==> src/rtl/dispatch_byte_serializer_if.sv <==
// dispatch_byte_serializer_if: packet-in / byte-out handshake bundle with FIFO status.
interface dispatch_byte_serializer_if #(
  parameter int PKT_WIDTH  = 8,
  parameter int FIFO_DEPTH = 4
);
  logic                            pkt_valid;
  logic                            pkt_ready;
  logic [PKT_WIDTH-1:0]            pkt;
  logic                            byte_valid;
  logic                            byte_ready;
  logic [7:0]                      byte_data;
  logic [$clog2(FIFO_DEPTH+1)-1:0] occupancy;
  logic                            busy;
  modport master (
    output pkt_valid, pkt, byte_ready,
    input  pkt_ready, byte_valid, byte_data, occupancy, busy
  );
  modport slave (
    input  pkt_valid, pkt, byte_ready,
    output pkt_ready, byte_valid, byte_data, occupancy, busy
  );
endinterface

==> src/rtl/dispatch_byte_serializer.sv <==
// dispatch_byte_serializer: FIFO-buffered dispatch packets emitted MSB-byte-first on a byte stream.
module dispatch_byte_serializer #(
  parameter int PKT_WIDTH  = 8,
  parameter int FIFO_DEPTH = 4
) (
  input logic clk,
  input logic arst,
  dispatch_byte_serializer_if.slave bus
);
  localparam int NB = (PKT_WIDTH + 7) / 8;
  localparam int SW = NB * 8;
  localparam int AW = $clog2(FIFO_DEPTH);
  localparam int CW = $clog2(FIFO_DEPTH + 1);
  localparam int IW = NB > 1 ? $clog2(NB) : 1;
  typedef enum logic {IDLE, SEND} state_t;
  state_t               state_q, state_d;
  logic [SW-1:0]        sr_q, sr_d;
  logic [IW-1:0]        idx_q, idx_d;
  logic [AW-1:0]        wr_q, wr_d, rd_q, rd_d;
  logic [CW-1:0]        cnt_q, cnt_d;
  logic                 rdy_q, rdy_d;
  logic [PKT_WIDTH-1:0] mem_q [FIFO_DEPTH];
  logic                 push, pop, fire, last;
  always_comb begin
    push    = bus.pkt_valid && rdy_q;
    fire    = (state_q == SEND) && bus.byte_ready;
    last    = idx_q == IW'(NB - 1);
    pop     = (cnt_q != '0) && ((state_q == IDLE) || (fire && last));
    state_d = state_q;
    sr_d    = sr_q;
    idx_d   = idx_q;
    if (pop) begin
      state_d = SEND;
      sr_d    = SW'(mem_q[rd_q]);
      idx_d   = '0;
    end else if (fire) begin
      state_d = last ? IDLE : SEND;
      sr_d    = sr_q << 8;
      idx_d   = idx_q + IW'(1);
    end
    wr_d  = wr_q + AW'(push);
    rd_d  = rd_q + AW'(pop);
    cnt_d = cnt_q + CW'(push) - CW'(pop);
    // registered ready keeps byte_ready off the pkt_ready path
    rdy_d = cnt_d < CW'(FIFO_DEPTH);
  end
  always_ff @(posedge clk or posedge arst) begin
    if (arst) begin
      state_q <= IDLE;
      sr_q    <= '0;
      idx_q   <= '0;
      wr_q    <= '0;
      rd_q    <= '0;
      cnt_q   <= '0;
      rdy_q   <= 1'b0;
    end else begin
      state_q <= state_d;
      sr_q    <= sr_d;
      idx_q   <= idx_d;
      wr_q    <= wr_d;
      rd_q    <= rd_d;
      cnt_q   <= cnt_d;
      rdy_q   <= rdy_d;
    end
  end
  always_ff @(posedge clk) begin
    if (push) mem_q[wr_q] <= bus.pkt;
  end
  assign bus.pkt_ready  = rdy_q;
  assign bus.byte_valid = state_q == SEND;
  assign bus.byte_data  = (state_q == SEND) ? sr_q[SW-1 -: 8] : 8'h00;
  assign bus.occupancy  = cnt_q;
  assign bus.busy       = (state_q == SEND) || (cnt_q != '0);
endmodule
==> src/flat_wrapper.sv <==
// flat-port wrapper written by rule: the top's interface ports become plain ports
module dispatch_byte_serializer_flat 
#(
  parameter int PKT_WIDTH  = 8,
  parameter int FIFO_DEPTH = 4
)
  (clk, arst, bus_pkt_valid, bus_pkt, bus_byte_ready, bus_pkt_ready, bus_byte_valid, bus_byte_data, bus_occupancy, bus_busy);
  dispatch_byte_serializer_if #(.PKT_WIDTH(PKT_WIDTH), .FIFO_DEPTH(FIFO_DEPTH)) bus_i ();
  input logic clk;
  input logic arst;
  input wire logic [$bits(bus_i.pkt_valid)-1:0] bus_pkt_valid;
  input wire logic [$bits(bus_i.pkt)-1:0] bus_pkt;
  input wire logic [$bits(bus_i.byte_ready)-1:0] bus_byte_ready;
  output wire logic [$bits(bus_i.pkt_ready)-1:0] bus_pkt_ready;
  output wire logic [$bits(bus_i.byte_valid)-1:0] bus_byte_valid;
  output wire logic [$bits(bus_i.byte_data)-1:0] bus_byte_data;
  output wire logic [$bits(bus_i.occupancy)-1:0] bus_occupancy;
  output wire logic [$bits(bus_i.busy)-1:0] bus_busy;
  assign bus_i.pkt_valid = bus_pkt_valid;
  assign bus_i.pkt = bus_pkt;
  assign bus_i.byte_ready = bus_byte_ready;
  assign bus_pkt_ready = bus_i.pkt_ready;
  assign bus_byte_valid = bus_i.byte_valid;
  assign bus_byte_data = bus_i.byte_data;
  assign bus_occupancy = bus_i.occupancy;
  assign bus_busy = bus_i.busy;
  dispatch_byte_serializer #(.PKT_WIDTH(PKT_WIDTH), .FIFO_DEPTH(FIFO_DEPTH)) u_core (.clk(clk), .arst(arst), .bus(bus_i));
endmodule
==> config.mk <==
export PLATFORM = sky130hd
export DESIGN_NAME = dispatch_byte_serializer_flat
export DESIGN_NICKNAME = d
export VERILOG_FILES = /design/src/rtl/dispatch_byte_serializer_if.sv /design/src/rtl/dispatch_byte_serializer.sv /design/src/flat_wrapper.sv
export SDC_FILE = /design/constraint.sdc
export NUM_CORES = 1
export LEC_CHECK = 0
export BUFFER_PORTS_ARGS = -buffer_cell sky130_fd_sc_hd__clkbuf_2
export CORE_UTILIZATION = 45
export CTS_CLUSTER_DIAMETER = 100
export DETAILED_ROUTE_END_ITERATION = 8
export GPL_ROUTABILITY_DRIVEN = 0
export PLACE_DENSITY = 0.65
export SYNTH_ARGS = -nofsm -noshare
export SYNTH_HDL_FRONTEND = slang
export SYNTH_SLANG_ARGS = --single-unit
==> constraint.sdc <==
create_clock -name clk -period 6.5 [get_ports clk]
set_clock_uncertainty 0.15 [all_clocks]
set_input_delay 0.975 -clock clk [delete_from_list [all_inputs] [get_ports clk]]
set_output_delay 0.975 -clock clk [all_outputs]
set_load 0.005 [all_outputs]
==> results.py, run 1 <==
metrics = {
    "sta": {
        "worst_slack_ns": 3.59,
        "drv_slew": 0,
        "rsz0062_at_grt": "false",
        "max_slew_margin": 0.536,
        "fin_crit_sh": 0.448,
        "max_freq_ghz": 0.343,
        "tightest_slew_ns": 0.696,
        "fin_crit_ns": 2.91,
        "finalHoldViolCount": 0,
        "finalSetupViolCount": 0,
        "finalSetupTns_ns": 0,
    },
    "worst_setup_path": {
        "crit_type": "in2reg",
        "cp.arrival_ns": 2.96,
        "critPathRequiredTime_ns": 6.54,
        "cp_max_fo": 10,
        "endpoint_kind": "register",
        "startpoint_type": "input pin",
    },
    "place": {
        "dpl-instance-area_um2": 2170,
        "dp_hpwl_um": 2110,
        "io_buffers": 25,
        "pre_cts_slack_ns": 3.25,
    },
    "floorplan": {
        "fp.dieArea_um2": 4660,
        "die-height_um": 68.3,
        "io_pins": 26,
        "coreArea_um2": 4120,
        "rows": 23,
        "start_util": 0.480,
        "die_w_um": 68.3,
    },
    "drt": {
        "routed_wl_um": 3060,
        "vias_per_cell": 5.10,
        "drt_pass1_iterations": 3,
        "drt_iter0_drc": 61,
        "antenna_left": 0,
        "drc": 0,
        "vias": 985,
        "routedWlPerCell_um": 15.9,
    },
    "yosys": {
        "syn_area_per_cell_um2": 18.0,
        "ys_seq_area_frac": 0.714,
        "syn_area_um2": 1980,
        "synth_cell_type_count": 22,
        "synth-seq-cells": 50,
        "netlist_instances": 110,
        "yosys-top-cells-area": "edfxtp_1, dfrtp_1, mux4_2, a22o_1, and2_1",
        "syn-num-nets": 127,
        "yosysWarnings": 0,
        "yosys.area.top_type": "edfxtp_1",
        "synth_top_cell_area_share": 0.486,
    },
    "pwr": {
        "vdd_drop_max_v": 0.000220,
        "p_per_area_nw_per_um2": 427,
        "p_leak_nw": 0.917,
    },
    "clock_network": {
        "clk_latency_ns": 0.30,
        "ctsHoldBuffers": 0,
        "cts_buffers": 5,
        "cts_resized": 0,
        "clk_transition_reported_paths_ns": 0.09,
        "htreeDepth": 2,
        "cts_setup_buffers": 0,
        "ctsRootBufferMaster": "clkbuf_8",
        "clock_path_buffers": 2,
        "cts_tree": "built",
        "clock_sinks": 50,
    },
    "finish": {
        "area_growth_pct": 13.9,
        "final_area_um2": 2250,
        "nets": 159,
        "antenna_cells": 0,
        "drive_gt1_frac": 0.308,
        "fillerInstances": 324,
    },
    "run_status": {
        "status": "completed",
    },
    "grt": {
        "grt_pass1_vias": 974,
        "gr-total-overflow": 0,
        "track_usage": 0.153,
        "antenna_found_initial": 0,
        "grt_max_degree": 19,
        "grt_pass1_wl_um": 4800,
    },
    "job": {
        "maxCapViolations": 0,
    },
    "worst_hold_path": {
        "min_path_type": "reg2reg",
    },
}
-- cells in the mapped netlist --
library cell and number:
mux2i_1 2, nand2_1 4, edfxtp_1 32, ha_1 4
a22o_1 8, nor3b_1 2, mux4_2 8, xnor2_1 1
xor2_1 3, mux2_1 1, fa_1 1, nor4_1 1
and2_1 8, clkbuf_1 2, dfrtp_1 18, a21oi_2 1
and3_1 1, nand2b_1 2, buf_6 1, nor3_2 1
inv_1 8, nor3_1 1
-- routing by layer --
metal | vias to the layer above | track usage | share of wire
li1 | 480 | - | -
met1 | 475 | 0.210 | 0.50
met2 | 22 | 0.225 | 0.45
met3 | 8 | 0.0350 | 0.030
met4 | 0 | 0.0781 | 0.018
met5 | - | 0 | 0
-- power by group --
group / internal [W] / switching (W)
clock network: 0.0000766 / 0.0000961
registers: 0.000426 / 0.0000750
logic: 0.000161 / 0.000125
total: 0.000664 / 0.000296
-- sequential cells by signal (all words and copies together), names as in the netlist --
| register | count |
|---|---|
| u_core.idx_q | 1 |
| u_core.sr_q | 8 |
| u_core.wr_q | 2 |
| u_core.bus.pkt_ready | 1 |
| u_core.rd_q | 2 |
| u_core.bus.occupancy | 3 |
| u_core.mem_q | 32 |
| u_core.bus.byte_valid | 1 |
-- path summary, 6_finish.rpt --
| path | start | endpoint | slack, ns | cells past startpoint |
|---|---|---|---|---|
| worst max-delay path | bus_byte_ready | u_core.bus.occupancy[2]$_DFF_PP0_ | 3.59 | 11 |
| worst min-delay path | u_core.sr_q[1]$_DFFE_PP0P_ | u_core.sr_q[1]$_DFFE_PP0P_ | 0.35 | 1 |
| worst max register to register | u_core.idx_q$_DFFE_PP0P_ | u_core.bus.occupancy[2]$_DFF_PP0_ | 3.86 | 10 |
| worst min register to register | u_core.sr_q[1]$_DFFE_PP0P_ | u_core.sr_q[1]$_DFFE_PP0P_ | 0.35 | 1 |
| max in group asynchronous | arst | u_core.wr_q[0]$_DFF_PP0_ | 5.15 | 2 |
| min in group asynchronous | arst | u_core.bus.byte_valid$_DFFE_PP0P_ | 0.60 | 2 |
-- worst max-delay path: stages --
cell      delay, ns
clkbuf_2       0.11
nand2b_1       0.09
a21oi_2        0.40
ha_1           0.32
inv_1          0.06
ha_1           0.14
inv_1          0.05
fa_1           0.37
xnor2_1        0.18
xor2_1         0.21
inv_1          0.06
-- layout by cell type, fill, tap and decap left out, types with 2 or more instances in the layout --
cell type	count
mux4_2	8
edfxtp_1	32
buf_4	3
ha_1	4
nand2b_1	2
nor3b_1	2
nand2_1	4
xor2_1	3
clkbuf_8	5
inv_1	8
and2_1	8
clkbuf_1	2
mux2i_1	2
a22o_1	8
clkbuf_2	25
dfrtp_1	18
-- per-stage QoR --
| step | total power [W] | util | hold WS (ns) | std cells |
|---|---|---|---|---|
| 5_1_grt | 0.00103 | 0.547 | 0.379 | 193 |
| 2_1_floorplan | 0.000703 | - | 0.308 | 110 |
| 3_3_place_gp | 0.000785 | 0.527 | 0.332 | 185 |
| 3_5_place_dp | 0.000801 | 0.527 | 0.328 | 185 |
| 4_1_cts | 0.000976 | 0.547 | 0.357 | 193 |
| 6_report | 0.000960 | 0.547 | 0.354 | 193 |
-- cells by family (layout without fill, tap and decap cells) --
family          Yosys count  count (layout)  share of synthesized area
compound gates            9               9                     0.0399
simple gates             20              20                     0.0608
xor+xnor                  4               4                     0.0177
mux                      11              11                      0.107
flops                    50              50                      0.714
fa+ha+maj                 5               5                     0.0355
buf+inv                  11              44                     0.0247
-- cell type report --
type / instances / area, um^2 / area share
clock inverter: 1 / 6.26 / 0.00278
inverter: 8 / 30.0 / 0.0133
sequential: 50 / 1410 / 0.627
timing repair buffer: 28 / 148 / 0.0656
multi-input combinational: 49 / 515 / 0.229
tap: 50 / 62.6 / 0.0278
clock buffer: 7 / 76.3 / 0.0339
Note: power is estimated with default switching activity, not from simulation.
==> run 2: changes to the inputs <==
==> constraint.sdc (replaced) <==
create_clock -name clk -period 2.95 [get_ports clk]
set_clock_uncertainty 0.15 [all_clocks]
set_input_delay 0.4425 -clock clk [delete_from_list [all_inputs] [get_ports clk]]
set_output_delay 0.4425 -clock clk [all_outputs]
set_load 0.005 [all_outputs]
==> results.py, run 2 (same netlist as run 1, synthesis figures left out) <==
metrics = {
    "run_status": {
        "status": "completed",
    },
    "sta": {
        "fin_crit_ns": 2.51,
        "finalSetupViolCount": 0,
        "worst_slack_ns": 0.440,
        "finalSetupTns_ns": 0,
        "finalHoldViolCount": 0,
        "max_slew_margin": 0.537,
        "rsz0062_at_grt": "false",
        "tightest_slew_ns": 0.694,
        "max_freq_ghz": 0.398,
        "fin_crit_sh": 0.851,
        "drv_slew": 0,
        "hold_ws_ns": 0.0580,
    },
    "clock_network": {
        "htreeDepth": 2,
        "cts_tree": "built",
        "ctsHoldBuffers": 0,
        "clock_sinks": 50,
        "ctsRootBufferMaster": "clkbuf_8",
        "clk_transition_reported_paths_ns": 0.09,
        "cts_buffers": 5,
        "clk_latency_ns": 0.30,
        "clock_path_buffers": 2,
        "cts_setup_buffers": 0,
        "cts_resized": 0,
    },
    "grt": {
        "grt_pass1_wl_um": 4910,
        "grt_pass1_vias": 942,
        "gr-total-overflow": 0,
        "track_usage": 0.157,
        "grt_max_degree": 19,
        "antenna_found_initial": 0,
    },
    "finish": {
        "antenna_cells": 0,
        "area_growth_pct": 14.8,
        "final_cell_count_no_fill": 194,
        "largest_register_ffs": 32,
        "max_flop_register": "u_core.mem_q",
        "fillerInstances": 333,
        "drive_gt1_frac": 0.326,
        "nets": 160,
        "layout_commonest_cell": "edfxtp_1",
        "layout_common_cells": "edfxtp_1, clkbuf_2, dfrtp_1",
    },
    "floorplan": {
        "die-height_um": 68.3,
        "fp.dieArea_um2": 4660,
        "start_util": 0.480,
        "coreArea_um2": 4120,
        "rows": 23,
        "io_pins": 26,
        "die_w_um": 68.3,
    },
    "drt": {
        "antenna_left": 0,
        "wl_met2_um": 1370,
        "met1_length_um": 1430,
        "vias_per_cell": 5.16,
        "drt_iter0_drc": 29,
        "routed_wl_um": 2970,
        "routedWlPerCell_um": 15.3,
        "vias": 1001,
        "top_layer": "met4",
        "drc": 0,
        "drt_pass1_iterations": 4,
        "route.met3.wl_um": 105,
    },
    "worst_setup_path": {
        "cp_max_fo": 5,
        "critPathRequiredTime_ns": 3.00,
        "cp_top_family": "adder cells",
        "crit_top_cell": "inv_1",
        "cp.arrival_ns": 2.56,
        "critPathBufInv": 3,
        "max_stage_delay_ns": 0.46,
        "cpMaxStageDelayCell": "dfrtp_1",
        "crit_type": "reg2reg",
        "endpoint_kind": "register",
        "crit_path_cell_trace": "nor3_2, a21oi_2, ha_1, inv_1, ha_1, inv_1, fa_1, xnor2_1, xor2_1, inv_1",
        "startpoint_type": "register",
    },
    "place": {
        "pre_cts_slack_ns": 0.439,
        "dp_hpwl_um": 2080,
        "io_buffers": 25,
        "placed_cells": 186,
    },
    "pwr": {
        "p_per_area_nw_per_um2": 947,
        "p_leak_nw": 0.924,
        "p_seq_frac": 0.513,
        "internal_power_w": 0.00147,
        "power.share.clock": 0.189,
        "p_comb_frac": 0.298,
        "p_sw_w": 0.000673,
        "power.share.switching": 0.314,
        "vdd_drop_max_v": 0.000428,
    },
    "job": {
        "maxCapViolations": 0,
    },
    "worst_hold_path": {
        "min_path_type": "in2async",
    },
}
-- run 2: stage by stage --
stage | area, um^2 | total power [W] | util
2_1_floorplan | 1980 | 0.00155 | -
3_3_place_gp | 2170 | 0.00175 | 0.528
3_5_place_dp | 2170 | 0.00178 | 0.528
4_1_cts | 2270 | 0.00218 | 0.551
5_1_grt | 2270 | 0.00232 | 0.551
6_report | 2270 | 0.00215 | 0.551
-- run 2: power by group through the flow --
stage	Clock, W	Sequential, W	Combinational [W]
finish	0.000407	0.00110	0.000639
global route	0.000446	0.00114	0.000734
CTS	0.000419	0.00111	0.000654
detailed placement	0	0.00113	0.000650
global placement	0	0.00111	0.000634
floorplan	0	0.00104	0.000509
-- run 2: final timing paths --
check | from | end | slack (ns) | cells past startpoint
min in group clk | bus_pkt[4] | u_core.mem_q[0][4]$_DFFE_PP_ | 0.20 | 1
worst min-delay path | arst | u_core.sr_q[4]$_DFFE_PP0P_ | 0.06 | 2
worst max-delay path | u_core.bus.occupancy[1]$_DFF_PP0_ | u_core.bus.occupancy[2]$_DFF_PP0_ | 0.44 | 10
max in group asynchronous | arst | u_core.wr_q[0]$_DFF_PP0_ | 2.14 | 2
worst max register to register | u_core.bus.occupancy[1]$_DFF_PP0_ | u_core.bus.occupancy[2]$_DFF_PP0_ | 0.44 | 10
worst min register to register | u_core.sr_q[7]$_DFFE_PP0P_ | u_core.sr_q[7]$_DFFE_PP0P_ | 0.36 | 1
-- run 2: metal layers --
layer  vias up  global-route usage
met5         -                   0
met4         0              0.0781
met3         7              0.0450
met2        22               0.230
met1       493               0.212
li1        479                   -
-- run 2: final cells by class --
class | count | area, um^2 | area share
clock buffer | 5 | 68.8 | 0.0303
clock inverter | 3 | 25.0 | 0.0110
inverter | 8 | 30.0 | 0.0132
multi-input combinational | 49 | 515 | 0.227
sequential | 50 | 1410 | 0.622
tap | 50 | 62.6 | 0.0276
timing repair buffer | 29 | 155 | 0.0684
-- run 2: worst reg2reg max path: cells and delay by family, from the launching register on --
kind,cells,cell delay (ns)
adder cells (fa/ha/maj),3,0.81
AND/OR/NAND/NOR,1,0.36
AO/OA/AOI/OAI,1,0.07
buffers and inverters,3,0.17
flip-flops,1,0.46
XOR/XNOR,2,0.39
==> run 3: changes to the inputs <==
==> constraint.sdc (replaced) <==
create_clock -name clk -period 2.5 [get_ports clk]
set_clock_uncertainty 0.15 [all_clocks]
set_input_delay 0.375 -clock clk [delete_from_list [all_inputs] [get_ports clk]]
set_output_delay 0.375 -clock clk [all_outputs]
set_load 0.005 [all_outputs]
==> results.py, run 3 (same netlist as run 1, synthesis figures left out) <==
metrics = {
    "run_status": {
        "status": "completed",
    },
    "floorplan": {
        "fp.dieArea_um2": 4660,
        "start_util": 0.480,
        "io_pins": 26,
        "rows": 23,
        "die-height_um": 68.3,
        "die_w_um": 68.3,
        "coreArea_um2": 4120,
    },
    "finish": {
        "antenna_cells": 0,
        "drive_gt1_frac": 0.351,
        "area_growth_pct": 16.6,
        "max_flop_register": "u_core.mem_q",
        "layout_commonest_cell": "edfxtp_1",
        "largest_register_ffs": 32,
        "final_util": 0.560,
        "layout_common_cells": "edfxtp_1, clkbuf_2, dfrtp_1",
        "nets": 164,
    },
    "drt": {
        "drt_pass1_iterations": 4,
        "vias": 1009,
        "routedWlPerCell_um": 15.7,
        "routed_wl_um": 3120,
        "vias_per_cell": 5.10,
        "drc": 0,
        "drt_iter0_drc": 110,
        "antenna_left": 0,
    },
    "worst_setup_path": {
        "max_stage_delay_ns": 0.44,
        "startpoint_type": "register",
        "endpoint_kind": "register",
        "crit_top_cell": "inv_1",
        "cp_max_fo": 4,
        "crit_path_cell_trace": "nor3_4, a21oi_2, ha_1, inv_1, ha_1, inv_1, fa_2, xnor2_1, xor2_1, inv_1",
        "timing.rr.end": "u_core.bus.occupancy[2]$_DFF_PP0_",
        "r2r_slack_ns": 0.18,
        "crit_type": "reg2reg",
        "critPathRequiredTime_ns": 2.54,
        "cpMaxStageDelayCell": "dfrtp_1",
        "worstRegToRegCells": 10,
        "cp.arrival_ns": 2.36,
        "r2r_start": "u_core.bus.occupancy[0]$_DFF_PP0_",
    },
    "clock_network": {
        "clock_sinks": 50,
        "clock_path_buffers": 2,
        "clk_latency_ns": 0.29,
        "htreeDepth": 2,
        "cts_tree": "built",
        "clk_transition_reported_paths_ns": 0.08,
        "ctsRootBufferMaster": "clkbuf_8",
        "ctsHoldBuffers": 0,
        "cts_buffers": 5,
    },
    "sta": {
        "tightest_slew_ns": 0.691,
        "drv_slew": 0,
        "finalSetupTns_ns": 0,
        "finalSetupViolCount": 0,
        "fin_crit_sh": 0.927,
        "finalHoldViolCount": 0,
        "max_slew_margin": 0.539,
        "max_freq_ghz": 0.431,
        "rsz0062_at_grt": "false",
        "fin_crit_ns": 2.32,
    },
    "grt": {
        "grt_max_degree": 19,
        "track_usage": 0.158,
        "grt_pass1_vias": 1028,
        "gr-total-overflow": 0,
        "grt_pass1_wl_um": 4950,
        "antenna_found_initial": 0,
    },
    "pwr": {
        "p_per_area_nw_per_um2": 1120,
        "power.share.clock": 0.169,
        "p_leak_nw": 0.944,
        "p_comb_frac": 0.321,
        "internal_power_w": 0.00178,
        "vdd_drop_max_v": 0.000412,
        "p_seq_frac": 0.510,
        "p_sw_w": 0.000793,
        "power.share.switching": 0.308,
    },
    "worst_hold_path": {
        "min_path_type": "in2async",
    },
    "place": {
        "dp_hpwl_um": 2200,
        "io_buffers": 25,
    },
    "job": {
        "maxCapViolations": 0,
    },
}
## run 3: through the flow
stage	instances	worst slack, ns	cell area [um^2]	power (W)	hold slack [ns]
CTS	196	0.0807	2270	0.00255	0.0241
floorplan	110	0.109	1980	0.00183	0.164
finish	198	0.182	2300	0.00257	0.00663
detailed placement	188	0.0689	2190	0.00212	0.339
global placement	188	0.239	2190	0.00208	0.330
global route	198	0.0121	2300	0.00277	0.0542
## run 3: critical path, delay by kind of cell (launching register included)
kind                     cells  cell delay [ns]
buffers and inverters        3             0.17
XOR/XNOR                     2             0.37
adder cells (fa/ha/maj)      3             0.77
AND/OR/NAND/NOR              1             0.23
AO/OA/AOI/OAI                1             0.06
flip-flops                   1             0.44
## run 3: how the worst max path moves through the flow
stage | end | slack [ns] | start | cells past startpoint
after global routing | u_core.bus.occupancy[2]$_DFF_PP0_ | 0.01 | u_core.bus.occupancy[0]$_DFF_PP0_ | 10
after global placement | u_core.bus.occupancy[2]$_DFF_PP0_ | 0.24 | u_core.bus.occupancy[1]$_DFF_PP0_ | 10
after CTS | u_core.bus.occupancy[2]$_DFF_PP0_ | 0.08 | u_core.bus.occupancy[1]$_DFF_PP0_ | 10
final | u_core.bus.occupancy[2]$_DFF_PP0_ | 0.18 | u_core.bus.occupancy[0]$_DFF_PP0_ | 10
after detailed placement | u_core.bus.occupancy[2]$_DFF_PP0_ | 0.07 | u_core.bus.occupancy[1]$_DFF_PP0_ | 10
after floorplan | u_core.bus.occupancy[2]$_DFF_PP0_ | 0.11 | u_core.bus.occupancy[1]$_DFF_PP0_ | 10
## run 3: final cells by class
type | instances | area (um^2)
fillers | 340 | 1810
well taps | 50 | 62.6
repair buffers | 33 | 185
inverters | 8 | 30.0
clock inverters | 2 | 8.76
multi-input cells | 49 | 532
flip-flops and latches | 50 | 1410
clock buffers | 6 | 72.6
## run 3: what timing repair did
action                                  CTS  global route
buffers inserted                          0             2
hold endpoints to repair                  0             0
endpoints found under the setup margin    0             1
resized for setup                         0             4
## run 3: metal layers
layer | up-vias | GRT usage | part of all wire
li1 | 487 | - | -
met1 | 496 | 0.195 | 0.44
met2 | 21 | 0.255 | 0.50
met3 | 5 | 0.0500 | 0.035
met4 | 0 | 0.0703 | 0.019
met5 | - | 0 | 0
## run 3: power groups by stage
stage / Sequential (W) / Combinational [W] / Clock (W)
final: 0.00131 / 0.000828 / 0.000434
after global routing: 0.00135 / 0.000937 / 0.000481
after CTS: 0.00130 / 0.000803 / 0.000445
after detailed placement: 0.00132 / 0.000798 / 0
after global placement: 0.00131 / 0.000768 / 0
after floorplan: 0.00123 / 0.000601 / 0
